## src/rtl/pipe_ctrl.sv

```systemverilog
// pipe_ctrl: pipeline hazard controller.
// Builds the per-stage hold mask from stall sources and sequences
// multi-cycle ops hosted in MC_STAGE. It also registers the exception
// flush pulse together with the redirect PC.
module pipe_ctrl #(
  parameter int          STAGES   = 6,
  parameter int          MC_STAGE = 3,
  parameter int          CNT_W    = 6,
  parameter int          PC_W     = 32,
  parameter logic [31:0] RESET_PC = 32'hBFC0_0000
) (
  input  logic              clk,
  input  logic              rst,
  input  logic [STAGES-1:0] stallreq,
  input  logic              mc_start,
  input  logic [CNT_W-1:0]  mc_len,
  input  logic              excp_req,
  input  logic [PC_W-1:0]   excp_pc,
  output logic [STAGES-1:0] stall,
  output logic              mc_done,
  output logic              flush,
  output logic [PC_W-1:0]   new_pc
);

  typedef enum logic [1:0] {
    IDLE = 2'd0,
    BUSY = 2'd1,
    DONE = 2'd2
  } state_t;

  state_t             state_q;
  state_t             state_d;
  logic [CNT_W-1:0]   cnt_q;
  logic [CNT_W-1:0]   cnt_d;
  logic               mc_req;
  logic               start_ok;
  logic [STAGES-1:0]  src;

  // A new op may be accepted from IDLE, or from DONE for back-to-back issue.
  assign start_ok = (state_q == IDLE) || (state_q == DONE);

  // FSM state register; an exception aborts any in-flight op.
  always_ff @(posedge clk) begin
    if (!rst) begin
      state_q <= IDLE;
      cnt_q   <= '0;
    end else if (excp_req) begin
      state_q <= IDLE;
      cnt_q   <= '0;
    end else begin
      state_q <= state_d;
      cnt_q   <= cnt_d;
    end
  end

  // FSM next-state: length N>=2 goes through BUSY for N-1 cycles, N<=1 goes straight to DONE.
  always_comb begin
    state_d = state_q;
    cnt_d   = cnt_q;
    case (state_q)
      IDLE, DONE: begin
        if (mc_start) begin
          if (mc_len[CNT_W-1:1] != '0) begin
            cnt_d   = mc_len - CNT_W'(1);
            state_d = BUSY;
          end else begin
            state_d = DONE;
          end
        end else begin
          state_d = IDLE;
        end
      end
      BUSY: begin
        cnt_d = cnt_q - CNT_W'(1);
        if (cnt_q == CNT_W'(1)) begin
          state_d = DONE;
        end
      end
      default: begin
        state_d = IDLE;
        cnt_d   = '0;
      end
    endcase
  end

  // FSM outputs: completion pulse and the internal hold request at MC_STAGE.
  always_comb begin
    mc_done = (state_q == DONE);
    mc_req  = (state_q == BUSY) || (start_ok && mc_start && (mc_len != '0));
  end

  // Stall mask: freeze every stage at or below the highest active source.
  always_comb begin
    logic acc;
    src           = stallreq;
    src[MC_STAGE] = stallreq[MC_STAGE] | mc_req;
    stall         = '0;
    acc           = 1'b0;
    for (int i = STAGES - 1; i >= 0; i--) begin
      acc      = acc | src[i];
      stall[i] = acc;
    end
    // Reset and a flush in progress both release every stage.
    if (!rst || flush) begin
      stall = '0;
    end
  end

  // Flush pulse and redirect target; new_pc holds its value between flushes.
  always_ff @(posedge clk) begin
    if (!rst) begin
      flush  <= 1'b0;
      new_pc <= PC_W'(RESET_PC);
    end else begin
      flush <= excp_req;
      if (excp_req) begin
        new_pc <= excp_pc;
      end
    end
  end

endmodule

```

## config.mk

```make
export PLATFORM = sky130hd
export DESIGN_NAME = pipe_ctrl
export DESIGN_NICKNAME = d
export VERILOG_FILES = /design/src/rtl/pipe_ctrl.sv
export SDC_FILE = /design/constraint.sdc
export NUM_CORES = 1
export LEC_CHECK = 0
export BUFFER_PORTS_ARGS = -buffer_cell sky130_fd_sc_hd__buf_2
export CAP_MARGIN = 30
export CORE_AREA = 8 8 100 57
export DETAILED_ROUTE_END_ITERATION = 10
export DIE_AREA = 0 0 108 65
export MAX_ROUTING_LAYER = met4
export PLACE_DENSITY = 0.86
export SYNTH_ARGS = -nofsm -noshare
export SYNTH_HDL_FRONTEND = slang
export SYNTH_SLANG_ARGS = --single-unit
```

## constraint.sdc

```tcl
create_clock -name clk -period 1.7 [get_ports clk]
set_input_delay 0.085 -clock clk [delete_from_list [all_inputs] [get_ports clk]]
set_output_delay 0.085 -clock clk [all_outputs]
set_load 0.05 [all_outputs]
```

After elaboration in Yosys (flattened, before gate mapping) --
Index checks and enable logic that the tools add are counted.
Cells by class: add/subtract/negate cells 2, equality and inequality tests 6, mux-type cells 8, bitwise gates (word level) 7, reduce and logical (&&, ||, !) cells 12
Operator list (number):
- $mux W6 | 3
- $pmux W6 S2 | 1
- $sub A6 B1 Y6 const B | 2
- $eq A6 B1 Y1 const B | 1
- $mux W2 | 3
- $ne A2 B2 Y1 const B | 3
- $or A1 B1 Y1 | 6
- $reduce_bool A6 Y1 | 1
- $reduce_bool A5 Y1 | 1
- $pmux W2 S2 | 1
- $reduce_or A2 Y1 | 2
- $logic_or A1 B1 Y1 | 3
- $eq A2 B1 Y1 const B | 1
- $eq A2 B2 Y1 const B | 1
- $logic_and A1 B1 Y1 | 2
- $logic_not A2 Y1 | 1
- $reduce_and A2 Y1 | 1
- $logic_not A1 Y1 | 1
- $not A1 Y1 | 1
Word-level totals: bits in registers 41, input port bits 48, output and inout port bits 40, word-level logic and storage cells 39

Depth between registers and ports, before layout --
Gate-level depths: netlist of the first run.
word-level depth 11, mapped depth 6, gate-level depth less buffers 6

Worst setup path before layout of the first run --
Ideal clock, no wire load.
kind register -> output, from register state_q[0], to output stall[2], arrival 1.573 ns, data required time 1.615 ns, slack 0.042 ns, stages on the path, launching flop included 5, buffers on the path 1, cell sequence dfxtp_1 -> buf_2 -> nor2b_1 -> a211oi_2 -> a21oi_1
On the way: cells in the longest elaborated chain, start to end 9, elaborated cells on any way between the ends 11
Ends and longest elaborated chain:
- start: declaration | line 31 | state_t state_q;
- start signal: assignment | line 51 | state_q <= state_d;
- $eq A2 B2 Y1 / $logic_not A2 Y1 (equally long branches) | line 40 | assign start_ok = (state_q == IDLE) || (state_q == DONE);
- $logic_or A1 B1 Y1 | line 40
- $logic_and A1 B1 Y1 (2 in a row) | line 89 | mc_req = (state_q == BUSY) || (start_ok && mc_start && (mc_len != '0));
- $logic_or A1 B1 Y1 * | line 89
- $or A1 B1 Y1 * | line 96 | src[MC_STAGE] = stallreq[MC_STAGE] | mc_req;
- $or A1 B1 Y1 * (2 in a row) | line 100 | acc = acc | src[i];
- $mux W6 * | line 104 | if (!rst || flush) begin
- end: declaration | line 19 | output logic [STAGES-1:0] stall,
Mark *: on every way between the ends. The rest lies on a longest branch, timed or not.

Final worst setup path of the first run --
from register state_q[1], to output stall[0]
On the way: cells in the longest elaborated chain, start to end 11, elaborated cells on any way between the ends 13
Ends and longest elaborated chain (line):
- $eq A2 B2 Y1 / $logic_not A2 Y1 (equally long branches) | 40
- $logic_or A1 B1 Y1 | 40
- $logic_and A1 B1 Y1 (2 in a row) | 89
- $logic_or A1 B1 Y1 * | 89
- $or A1 B1 Y1 * | 96
- $or A1 B1 Y1 * (4 in a row) | 100
- $mux W6 * | 104
Marks and branches as above.

==> impl_summary.txt, run 1 <==
----------------------------------------------------
[Synth]
  Nets in the synthesized netlist ... 247
  Yosys top cell area share ... 43.36%
  Cell area after synthesis ... about 1900 µm²
  Post-synthesis cell type with the largest combined area ... sky130_fd_sc_hd__dfxtp_1
  YS warnings ... 0
  Primary FF master, synth ... sky130_fd_sc_hd__dfxtp_1
  Proportion of synthesized chip area in sequential cells ... a little over two fifths
  Share of synthesized flip-flops with an asynchronous set or reset ... 0%
  Unique masters post-synth ... 41
  Largest cells by area after synthesis ... sky130_fd_sc_hd__dfxtp_1, sky130_fd_sc_hd__mux2i_1, sky130_fd_sc_hd__nor2b_1
  Seq cells post-synth ... a little over 40
  Mean post-synth cell area ... 9.659 µm²
  Synthesized netlist cell count ... 196
  Number of enable-type register cells in the synthesized netlist ... 0

[STA]
  Hold slack ... approximately 18 ps
  Post-layout worst setup margin ... about 120 ps
  Fin. max-slew vios ... 0
  Sum of negative setup slack ... 0 ps
  Final Cycle Share ... slightly above 90%
  Worst slew margin ... about 64%
  Clock Skew ... 4.389 ps
  Post-route minimum period ... between 1500 and 2000 ps
  Final setup vio count ... 0
  RSZ-0062 raised after global routing ... no
  Maximum clock rate ... ~0.63 GHz
  Actual slew at the worst max-slew pin ... roughly 530 ps
  Final Hold Violating Endpoints ... 0

[Worst setup path]
  Crit Path Category ... flip-flop to output pin
  CP Depth ... 5
  Endpoint type of the worst setup path ... output pin
  Buffer and inverter count on the worst path ... 1
  Cell breakdown of the critical path ... nand2b_4 > nand2_1 > a211oi_4 > a21oi_1 > buf_4
  Crit-path max cell delay ... 370 ps
  Crit path required time ... 1620 ps
  Slowest-stage cell, CP ... sky130_fd_sc_hd__dfxtp_2
  Delay-heaviest family, CP ... compound AO/OA/AOI/OAI gates
  Crit start category ... flip-flop
  Maximum fanout count along the critical path ... 5
  Worst endpoint data arrival time ... 1500 ps
  Logic depth of the worst register-to-register path ... 6

[Clocking]
  Cell at the root of the clock tree ... sky130_fd_sc_hd__clkbuf_8
  Number of buffers added by the clock tree synthesis step ... 5
  Number of sinks on the clock net ... 41
  Clock Latency Late Sink ... between 200 and 300 ps
  Bufs on Longest Clock Path ... 2
  Maximum level of the CTS H-tree ... 2
  Setup repair bufs after CTS ... 0
  CTS tree ... yes
  Clock Pin Slew Worst Setup and Hold Paths ... around 80 ps

[Floorplanning]
  Number of placement rows ... 17
  Area of the core region ... around 4200 µm²
  Number of ports placed on the die boundary ... 88
  Initial cell density of the core ... between 40% and 50%
  Floorplan die area ... approximately 7000 µm²
  Die span in y ... between 60 and 70 µm
  Die Width ... between 100 and 150 µm

[Routing]
  Drt wl/cell ... around 14 µm
  Number of nets still failing antenna checks after routing ... 0
  Remaining design rule violation count ... 0
  Pre-Repair DR Iteration Count ... 4
  Total via count after detailed routing ... around 1700
  Number of DRC markers after the initial detailed-route iteration ... approximately 70
  Vias per cell ... about 4.9
  Total wire length after detailed routing ... ~5.0 mm

[Place]
  Gp weighted congestion ... 0.8504
  Pre-CTS WS ... around 280 ps
  Port Buffer Count ... 87
  Dpl hpwl ... approximately 3.7 mm

[Global routing]
  Met3 track demand over resource ... around 6.7%
  Global router's overall resource usage ... 14.28%
  Met1 usage in global routing ... 15.99%
  Largest net degree at the start of global routing ... 34
  Met2 track utilization from global routing ... between 20% and 30%
  Wire length of the first global-routing pass ... about 7.9 mm
  Global-route congestion overflow total ... 0
  Via count of the first global-routing pass ... roughly 1800
  Number of antenna violations at the first check in global routing ... 0
  Top Usage Layer GRT ... met2

[Cells and area]
  Layout net count ... 338
  Area growth from synthesis to layout ... 35.76%
  Final core occ ... 60.72%
  Sequential standard cell area ... just over 800 µm²
  Multi-input gate area ... 1008 µm²
  Antenna diode count ... 0
  Fraction of final layout cells sized beyond drive strength 1 ... between 30 and 40%
  Number of filler cells placed in the layout ... roughly 380

[Power]
  Power density over cell area ... ~990 nW/µm²
  Worst-case vdd ir drop ... about 520 µV
  Static leakage ... roughly 1.3 nW

[Worst hold path]
  Min-delay worst type ... input port to flip-flop
  Number of cells on the worst hold path ... 3

[Run]
  Number of maximum-capacitance constraint violations ... 0

[Outcome]
  Result of the run ... completed

----------------------------------------------------
-- routing by layer --
layer	vias up	wire length [µm]
met5	-	0
met4	0	51
met3	7	499
met2	70	2210
met1	749	2229
li1	850	-
-- flip-flops by register name, summed over array words and instances, names as in the netlist --
signal and count:
flush 1, new_pc 32, state_q 2, cnt_q 6
-- cell usage after synthesis, drive strengths merged (5+ instances only) --
cell type  instances
buf                7
nand2             13
nor2              13
a21oi              7
inv                7
nor2b             27
mux2i             33
dfxtp             41
xnor2              5
nor3               7
-- final timing paths --
| path | start | to | slack, ps |
|---|---|---|---|
| min | excp_pc[26] | new_pc[26] | 20 |
| max reg2reg | cnt_q[0] | cnt_q[2] | 290 |
| max | state_q[1] | stall[0] | 120 |
| min reg2reg | new_pc[28] | new_pc[28] | 470 |
-- cells in the final DEF, fill, tap and decap left out, types with 2 or more instances in the layout --
cell type,netlist,final
sky130_fd_sc_hd__buf_2,5,86
sky130_fd_sc_hd__nor3_1,6,6
sky130_fd_sc_hd__buf_4,1,3
sky130_fd_sc_hd__nand2_1,13,13
sky130_fd_sc_hd__bufinv_16,0,2
sky130_fd_sc_hd__inv_1,7,7
sky130_fd_sc_hd__nand2b_4,1,2
sky130_fd_sc_hd__ha_1,3,3
sky130_fd_sc_hd__a21oi_1,7,7
sky130_fd_sc_hd__dfxtp_1,41,39
sky130_fd_sc_hd__o22ai_1,3,3
sky130_fd_sc_hd__nor2b_1,27,26
sky130_fd_sc_hd__dlygate4sd3_1,0,5
sky130_fd_sc_hd__clkbuf_8,0,5
sky130_fd_sc_hd__xnor2_1,5,5
sky130_fd_sc_hd__dfxtp_2,0,2
sky130_fd_sc_hd__nor2_1,12,12
sky130_fd_sc_hd__a31oi_1,2,2
sky130_fd_sc_hd__nand3_1,2,2
sky130_fd_sc_hd__mux2i_1,33,33
-- layout make-up --
| cell class | count | share of cell area [%] |
|---|---|---|
| Tap cell | 57 | 2.775 |
| Clock inverter | 3 | 2.678 |
| Multi-Input combinational cell | 138 | 39.24 |
| Inverter | 7 | 1.022 |
| Clock buffer | 5 | 2.678 |
| Sequential cell | 41 | 32.04 |
| Timing Repair Buffer | 94 | 19.57 |
-- report_power, final --
part           leakage, nW  switching (W)  internal [W]
combinational        0.849       0.000364      0.000198
clock               0.0687       0.000345      0.000591
sequential           0.339      0.0000373       0.00102
-- cells by family after synthesis --
kind of cell,count (synthesis),synth area share [%]
xor gates and xnor gates,6,2.776
buffers and inverters,17,4.296
adders and majority gates,3,1.983
DFF,41,43.36
muxes,34,18.24
AOI/OAI and AO/OA,22,8.196
and+or+nand+nor,73,21.15
-- worst min-delay path, stage by stage --
cell and delay (ps):
sky130_fd_sc_hd__buf_2 80, sky130_fd_sc_hd__mux2i_1 60, sky130_fd_sc_hd__nand2_1 60
-- per-stage QoR --
step	power [W]	instances	instance area, µm²
CTS	0.002571	344	2539
floorplan	0.001469	196	1893
global placement	0.001612	332	2360
detailed placement	0.001622	332	2360
finish	0.002552	345	2570
global route	0.002672	345	2570
-- timing repair --
action                                  in CTS  in global routing
resized for setup                            1                  6
hold buffers                                 4                  1
hold endpoints to repair                     4                  1
pin swaps                                    1                  1
endpoints found under the setup margin       3                  4
No activity file was read; power rests on OpenSTA's default activity.
==> run 2, diff against run 1 <==
==> config.mk (replaced) <==
export PLATFORM = sky130hd
export DESIGN_NAME = pipe_ctrl
export DESIGN_NICKNAME = d
export VERILOG_FILES = /design/src/rtl/pipe_ctrl.sv
export SDC_FILE = /design/constraint.sdc
export NUM_CORES = 1
export LEC_CHECK = 0
export ABC_AREA = 1
export BUFFER_PORTS_ARGS = -buffer_cell sky130_fd_sc_hd__buf_2
export CAP_MARGIN = 30
export CORE_AREA = 8 8 98 56
export DETAILED_ROUTE_END_ITERATION = 10
export DIE_AREA = 0 0 106 64
export MAX_ROUTING_LAYER = met4
export PLACE_DENSITY = 0.85
export RECOVER_POWER = 50
export SYNTH_ARGS = -nofsm -noshare
export SYNTH_HDL_FRONTEND = slang
export SYNTH_SLANG_ARGS = --single-unit
==> impl_summary.txt, run 2 <==
----------------------------------------------------
[STA]
  Maximum clock rate ... 0.6280 GHz (-0.72%)
  Clock Skew ... 5.866 ps (+1.477 ps)
  Post-route minimum period ... 1592 ps (+11.40 ps)
  Worst slew margin ... 51.65% (-13 points)
  Actual slew at the worst max-slew pin ... 724.5 ps (+190.6 ps)
  RSZ-0062 raised after global routing ... no
  Post-layout worst setup margin ... 107.7 ps (-11.40 ps)
  Final Cycle Share ... 93.66% (+0.67 points)
  Sum of negative setup slack ... 0 ps (unchanged)
  Fin. max-slew vios ... 0 (unchanged)
  Final setup vio count ... 0 (unchanged)
  Final Hold Violating Endpoints ... 0 (unchanged)

[Worst setup path]
  Worst endpoint data arrival time ... 1510 ps (about the same)
  Crit Path Category ... flip-flop to output pin
  Slowest-stage cell, CP ... sky130_fd_sc_hd__dfxtp_1
  Endpoint type of the worst setup path ... output pin
  Crit start category ... flip-flop
  Cell breakdown of the critical path ... inv_4 > nor2_8 > nor3_2 > nand3_1 > nand2_2 > inv_1 > buf_2
  Maximum fanout count along the critical path ... 10 (+5)
  Crit path required time ... 1620 ps (about the same)
  Crit-path max cell delay ... 420 ps (+50 ps)

[Cells and area]
  Layout net count ... 334 (-1.2%)
  Number of filler cells placed in the layout ... 405 (+6.3%)
  Reg with most FFs ... new_pc
  Area growth from synthesis to layout ... 32.38%
  Most common cell after layout, fill and taps aside ... sky130_fd_sc_hd__buf_2
  Antenna diode count ... 0 (unchanged)
  Leading cell types in the layout, fill and taps excluded ... sky130_fd_sc_hd__buf_2, sky130_fd_sc_hd__dfxtp_1, sky130_fd_sc_hd__inv_1
  Multi-input gate area ... 763.2 µm² (-24%)
  Max FFs per register ... 32 (unchanged)
  Sequential standard cell area ... 820.8 µm² (-0.30%)
  Top flop regs ... new_pc: 32 flops, cnt_q: 6 flops, state_q: 2 flops
  Fraction of final layout cells sized beyond drive strength 1 ... 35.21% (-2.6 points)

[Clocking]
  Number of sinks on the clock net ... 41 (unchanged)
  Bufs on Longest Clock Path ... 2 (unchanged)
  Number of buffers added by the clock tree synthesis step ... 5 (unchanged)
  Setup repair bufs after CTS ... 0 (unchanged)
  Number of gates resized after CTS ... 0 (-1)
  Cell at the root of the clock tree ... sky130_fd_sc_hd__clkbuf_8
  CTS tree ... yes
  Maximum level of the CTS H-tree ... 2 (unchanged)
  Clock Latency Late Sink ... 280 ps (about the same)
  Clock Pin Slew Worst Setup and Hold Paths ... 80 ps (about the same)
  Hold buffer count at CTS ... 0 (-4)

[Routing]
  Total wire length after detailed routing ... 4.720 mm (-5.4%)
  Remaining design rule violation count ... 0 (unchanged)
  Vias per cell ... 4.924 (+1.4%)
  Pre-Repair DR Iteration Count ... 4 (unchanged)
  Total via count after detailed routing ... 1679 (+0.18%)
  Number of DRC markers after the initial detailed-route iteration ... 98 (+36%)
  Drt wl/cell ... 13.84 µm (-4.3%)
  Number of nets still failing antenna checks after routing ... 0 (unchanged)

[Global routing]
  Global router's overall resource usage ... 14.33% (+0.044 points)
  Number of antenna violations at the first check in global routing ... 0 (unchanged)
  Wire length of the first global-routing pass ... 7.776 mm (-1.3%)
  Largest net degree at the start of global routing ... 25 (-26%)
  Via count of the first global-routing pass ... 1720 (-3.3%)
  Global-route congestion overflow total ... 0 (unchanged)

[Outcome]
  Result of the run ... completed

[Power]
  Clock network power share ... 32.8% (-3.9 points)
  Power spent charging and discharging nets ... 0.0007235 W (-3.1%)
  Worst-case vdd ir drop ... 555.3 µV (+6.7%)
  Power density over cell area ... 1012 nW/µm² (+2.0%)
  Combinational cell fraction of total power ... 22.3% (+0.3 points)
  Flop pwr share ... 44.9% (+3.6 points)
  Total internal power ... 0.001612 W (-11%)
  Static leakage ... 1.139 nW (-9.4%)
  Switching part of the total ... 30.98% (+1.7 points)

[Synth]
  Most instantiated cells after synthesis ... sky130_fd_sc_hd__dfxtp_1, sky130_fd_sc_hd__a22o_1, sky130_fd_sc_hd__inv_1, sky130_fd_sc_hd__nor2_1, sky130_fd_sc_hd__nand3_1
  Primary FF master, synth ... sky130_fd_sc_hd__dfxtp_1
  Post-synthesis cell type with the largest combined area ... sky130_fd_sc_hd__dfxtp_1
  Synthesized netlist cell count ... 194 (-1.0%)
  Post-Synth Adder-Cell Area ... 2.154% (+0.17 points)
  Yosys top cell area share ... 47.09% (+3.7 points)
  Largest cells by area after synthesis ... sky130_fd_sc_hd__dfxtp_1, sky130_fd_sc_hd__a22o_1, sky130_fd_sc_hd__nand3_1
  Seq cells post-synth ... 41 (unchanged)
  YS warnings ... 0 (unchanged)
  Cell area after synthesis ... 1743 µm² (-7.9%)
  Count leader, synth ... sky130_fd_sc_hd__dfxtp_1
  Number of enable-type register cells in the synthesized netlist ... 0 (unchanged)
  Combinational family with the most area after synthesis ... compound AO/OA/AOI/OAI gates
  Unique masters post-synth ... 24 (-41%)
  Complex-gate fraction of the synthesized area ... 21.11% (+13 points)
  XOR/XNOR Fraction of Synth Area ... 0% (-2.8 points)
  Mean post-synth cell area ... 8.984 µm² (-7.0%)
  Nets in the synthesized netlist ... 245 (-0.81%)
  Portion of netlist area occupied by mux cells ... 0% (-18 points)
  Synth Area in Simple Gates ... 20.82% (-0.33 points)
  Share of synthesized flip-flops with an asynchronous set or reset ... 0% (unchanged)
  Proportion of synthesized chip area in sequential cells ... 47.09% (+3.7 points)

[Floorplanning]
  Die Width ... 106 µm (-1.9%)
  Number of placement rows ... 17 (unchanged)
  Floorplan die area ... 6784 µm² (-3.4%)
  Number of ports placed on the die boundary ... 88 (unchanged)
  Initial cell density of the core ... 42.02% (-2.7 points)
  Area of the core region ... 4148 µm² (-2.0%)
  Die span in y ... 64 µm (-1.5%)

[Place]
  Port Buffer Count ... 87 (unchanged)
  Dpl hpwl ... 3.765 mm (+0.41%)
  Gp weighted congestion ... 0.8904 (+4.7%)
  Pre-CTS WS ... 233.0 ps (-51.52 ps)

[Run]
  Number of maximum-capacitance constraint violations ... 0 (unchanged)

[Worst hold path]
  Min-delay worst type ... input port to flip-flop

----------------------------------------------------
[run 2: per-layer routing]
metal	global-route usage (%)	up-vias	routed length, µm
met5	-	-	0
met4	3.652	0	19
met3	7.100	2	588
met2	19.77	85	1827
met1	18.04	749	2284
li1	-	843	-
[run 2: critical path: cells and delay by family (launching register included)]
| family | cells | cell delay, ps |
|---|---|---|
| and+or+nand+nor | 4 | 380 |
| buffers and inverters | 3 | 410 |
| DFF | 1 | 420 |
[run 2: path summary, 6_finish.rpt]
path / startpoint / endpoint / slack [ps] / cells after the start
setup / recovery: state_q[0] / stall[2] / 110 / 7
hold / removal: excp_pc[8] / new_pc[8] / 20 / 2
setup reg to reg: cnt_q[0] / cnt_q[4] / 330 / 9
hold reg to reg: new_pc[5] / new_pc[5] / 470 / 1
[run 2: final cells by class]
cell class / instances / area share (%)
Clock buffer: 6 / 3.145
Clock inverter: 2 / 1.681
Inverter: 27 / 4.555
Multi-Input combinational cell: 120 / 33.08
Sequential cell: 41 / 35.57
Tap cell: 57 / 3.091
Timing Repair Buffer: 88 / 18.87
[run 2: cell families after synthesis]
kind of cell | after synthesis
AO/OA/AOI/OAI | 49
adder cells (fa/ha/maj) | 3
AND/OR/NAND/NOR | 68
flip-flops | 41
buffers and inverters | 33
[run 2: power by group through the flow]
stage	sequential [W]	clock (W)	combinational, W
2_1_floorplan	0.00123	0	0.000217
3_3_place_gp	0.00107	0	0.000519
3_5_place_dp	0.00107	0	0.000527
4_1_cts	0.00105	0.000800	0.000528
5_1_grt	0.00106	0.000842	0.000560
6_report	0.00105	0.000765	0.000521
[run 2: stage by stage]
stage	cells	instance area [µm²]	util, %	hold WS, ps	power (W)
after CTS	341	2317	55.87	5.353	0.002376
after detailed placement	333	2206	53.18	314.1	0.001596
final	341	2307	55.63	18.21	0.002336
after global routing	341	2307	55.63	5.270	0.002458
after global placement	333	2206	53.18	307.6	0.001586
after floorplan	194	1743	-	224.1	0.001444
